--- src/rtl/serdes_pattern_pkg.sv ---
// Shared definitions for the SERDES pattern generators and the receive-side pattern checker:
// pattern modes, PRBS31 taps, the default constant pattern and the checker lock states.
package serdes_pattern_pkg;

    localparam logic [1:0] MODE_CNT    = 2'b00;
    localparam logic [1:0] MODE_PRBS   = 2'b01;
    localparam logic [1:0] MODE_CONST  = 2'b10;
    localparam logic [1:0] MODE_CONSTB = 2'b11;

    // x^31 + x^28 + 1: b[n] = b[n-31] ^ b[n-28]
    localparam int PRBS_TAP_A = 31;
    localparam int PRBS_TAP_B = 28;

    localparam logic [127:0] CONST_PAT_DEFAULT = {32{4'hA}};

    typedef enum logic {
        HUNT   = 1'b0,
        LOCKED = 1'b1
    } state_t;

endpackage

--- src/rtl/prbs31_predict.sv ---
// Combinational PRBS31 predictor: maps the last 31 stream bits (hist[0] newest) to the
// next DW bits, pred[DW-1] earliest in time. Shared with the transmit-side PRBS generator.
module prbs31_predict
    import serdes_pattern_pkg::*;
#(
    parameter int DW = 128
) (
    input  logic [PRBS_TAP_A-1:0] hist,
    output logic [DW-1:0]         pred
);

    // Bit p of the extended vector depends on bits 31 and 28 positions earlier in time.
    function automatic logic [DW-1:0] predict(input logic [PRBS_TAP_A-1:0] h);
        logic [DW+PRBS_TAP_A-1:0] s;
        s = {h, {DW{1'b0}}};
        for (int p = DW - 1; p >= 0; p--) begin
            s[p] = s[p+PRBS_TAP_A] ^ s[p+PRBS_TAP_B];
        end
        return s[DW-1:0];
    endfunction

    assign pred = predict(hist);

endmodule

--- config.mk ---
export PLATFORM = sky130hd
export DESIGN_NAME = prbs31_predict
export DESIGN_NICKNAME = d
export VERILOG_FILES = /design/src/rtl/serdes_pattern_pkg.sv /design/src/rtl/prbs31_predict.sv
export SDC_FILE = /design/constraint.sdc
export NUM_CORES = 1
export LEC_CHECK = 0
export CORE_MARGIN = 8
export CORE_UTILIZATION = 30
export DETAILED_ROUTE_END_ITERATION = 6
export PLACE_DENSITY = 0.93
export SLEW_MARGIN = 0
export SYNTH_ARGS = -nofsm -noshare
export SYNTH_HDL_FRONTEND = slang
export SYNTH_SLANG_ARGS = --single-unit
export TNS_END_PERCENT = 10
--- constraint.sdc ---
create_clock -name vclk -period 1.27
set_input_delay 0.1905 -clock vclk [all_inputs]
set_output_delay 0.1905 -clock vclk [all_outputs]
set_load 0.01 [all_outputs]
; Yosys cells after proc, flatten, opt, wreduce, memory -nomap -nowiden
; Cells that the tools add are included.
[op_classes]
n_bitwise = 128
[ops]
columns = op, n
row1 = $xor 1x1->1, 128
[word_totals]
ff_bits = 0
in_bits = 31
output_inout_bits = 128

; Depth between registers and ports, before layout
[depth]
word_depth = 5
depth_mapped = 3
mapped_depth_nobuf = 2

; Least setup slack after synthesis
; Ideal clock, no wire load.
[synth_path]
path_kind = input to output
from = input hist[5]
to = output pred[43]
arrival_ps = 1035
required_time_ps = 1080
slack_ps = 45
path_stages = 3
path_buffers = 1
cell_sequence = buf_2 xor2_1 xnor3_1
[synth_between]
elab_chain_cells = 3
elab_cells_between_ends = 5
classes_between = bitwise: 5
[synth_rtl]
columns = item, line
row1 = "start, declared", prbs31_predict.sv:8  ; input logic [PRBS_TAP_A-1:0] hist,
row2 = $xor 1x1->1, prbs31_predict.sv:17  ; s[p] = s[p+PRBS_TAP_A] ^ s[p+PRBS_TAP_B];
row3 = named net pred[105], prbs31_predict.sv:9  ; output logic [DW-1:0] pred
row4 = $xor 1x1->1 (2 in a row), prbs31_predict.sv:17
row5 = "end, declared", prbs31_predict.sv:9
; The timed path passes the listed nets, and every way through them passes these cells.

; Final worst setup path
[layout_path]
from = input hist[27]
to = output pred[43]
[layout_between]
elab_chain_cells = 4
[layout_rtl]
columns = item, line
row1 = $xor 1x1->1 (4 in a row), prbs31_predict.sv:17
; No other way between the ends.

==> run summary <==
dpl hpwl: 6537 µm
internal power: 1.245 mW
Mapped Avg Cell Area: 8.818 µm²
status: finished with violations
gr ovfl total: 0
seq_cells: 0
Syn Std Cell Area: 0.001481 mm²
clock buffers: 0
final instance area: 0.003702 mm²
Rel. slew slack: 82.97%
Tcrit/Tclk final: 103.6%
FMAX: 0.7603 GHz
Slew Limit Fails: 0
Synth-to-Final Area Change: 149.9%
initial antenna violation count: 0
Mapped Cells: 168
starting DRC count in detailed routing: 25
failing checks: negative setup slack
Starting Density: 31.16%
CP Cell Sequence: buf_4, xnor2_4, buf_4, xnor3_1, buf_2
vias in the first global route: 2,322
final worst-path setup slack: -0.04521 ns
Most common cell on crit path: buf_4
Vias: 1,999
Die H: 86.27 µm
Via-to-Cell Ratio: 4.191
crit start category: primary input
die width: 86.27 µm
FF+latch area: 0 µm²
gp weighted congestion: 0.7836
Max-Cap Viols: 0
crit path time final: 1.315 ns
Worst Path Class, Setup: in2out
Hold Fails Final Rpt: 0
Comb pwr share: 100.0%
drt drc: 0
Worst VDD drop: 0.0004300 V
worst-margin pin slew: 0.2546 ns
cts hold-fix bufs: 0
Post-Layout Cell Count: 477
final wirelength: 8135 µm
PD cells: 649.9 mW/mm²
I/O pin count: 159
Worst Path Max Fanout: 4
P_leak: 1.970 nW
CP endpoint kind: output port
DP Area: 0.003555 mm²
Nets: 443
diode count: 0
wire per inst: 17.05 µm
RSZ-0062 raised after global routing: yes
share of post-route cells with drive strength above 1: 56.83%
Net Sw Power: 1.162 mW
Critical Path AT: 1.12 ns
Hold Path Class: in2out
core area: 0.004755 mm²
switch share: 48.28%
net count after synthesis: 199
CP required: 1.08 ns
placed cell count: 443
Die ar.: 0.007443 mm²
delay of the slowest critical-path stage: 0.29 ns
# setup viols final: 4
post-route ant nets: 0
Total GRT Usage: 20.46%
Netlist cell types: 10
largest net degree at the start of global routing: 7
Yosys warnings: 0
Reg power frac: 0%
FP Rows: 25
IO Port Bufs: 159
register area share after synthesis: 0%
first-pass GRT wire length: 12,140 µm
drt first pass iters: 4
Slowest-stage cell, CP: xnor3_1
clock power share: 0%
critical path, delay by kind of cell:
| family | cells | cell delay, ns |
|---|---|---|
| XOR/XNOR | 2 | 0.49 |
| buffers and inverters | 3 | 0.44 |
path summary, 6_finish.rpt:
kind | cells after the start | from | slack, ns | to
setup / recovery | 5 | hist[27] | -0.05 | pred[43]
hold / removal | 3 | hist[11] | 0.72 | pred[15]
placed cells by master, fill, tap and decap left out, types with 8 or more instances in the layout:
cell type / n
buf_2: 56
xnor2_2: 13
buf_6: 8
inv_1: 8
xor2_2: 12
dlygate4sd2_1: 66
clkbuf_2: 10
buf_4: 115
xor2_1: 71
xnor2_1: 26
logic make-up (layout without fill, tap and decap cells):
family                 after synthesis  after routing  share of synthesized area, %
buffers and inverters               34            276                         13.18
XOR/XNOR                           134            134                         86.82
synth_stat cells (all sizes together):
cell / n / share of area (%)
xnor3: 3 / 4.6
xnor2: 44 / 28
buf: 26 / 11
xor2: 87 / 54
inv: 8 / 2.0
per-stage QoR:
step	setup slack (ns)	hold slack (ns)	util (%)	TNS, ns	total power [mW]
2_1_floorplan	0.04477	0.4570	-	0	1.007
3_3_place_gp	-0.7904	1.528	74.76	-82.81	2.530
3_5_place_dp	-0.8967	1.528	74.76	-87.68	2.605
4_1_cts	-0.2234	0.7832	76.82	-1.046	2.376
5_1_grt	-0.07272	0.7675	77.87	-0.2860	2.562
6_report	-0.04521	0.7201	77.87	-0.08019	2.406
what timing repair did:
| item | 4_1_cts | 5_1_grt |
|---|---|---|
| pin swaps | 20 | 7 |
| endpoints found under the setup margin | 128 | 47 |
| buffers inserted | 33 | 1 |
| resized for setup | 422 | 55 |
| endpoints found under the hold margin | 0 | 0 |
layout make-up:
| cell class | instances | area [µm²] |
|---|---|---|
| inverter | 8 | 30.03 |
| multi-input combinational | 134 | 1572 |
| timing repair buffer | 268 | 2017 |
| fill | 366 | 1052 |
| tap | 67 | 83.83 |
power by group through the flow:
| stage | Sequential (mW) | Clock (mW) | Combinational (mW) |
|---|---|---|---|
| 2_1_floorplan | 0 | 0 | 1.01 |
| 3_3_place_gp | 0 | 0 | 2.53 |
| 3_5_place_dp | 0 | 0 | 2.61 |
| 4_1_cts | 0 | 0 | 2.38 |
| 5_1_grt | 0 | 0 | 2.56 |
| 6_report | 0 | 0 | 2.41 |
routing by layer:
metal	vias up	global-route usage [%]	part of all wire, %
met1	932	16.71	31
li1	954	-	-
met5	-	0	0
met4	0	4.695	2.6
met2	99	44.51	58
met3	14	6.522	8.4
Note: power is estimated with default switching activity, not from simulation.
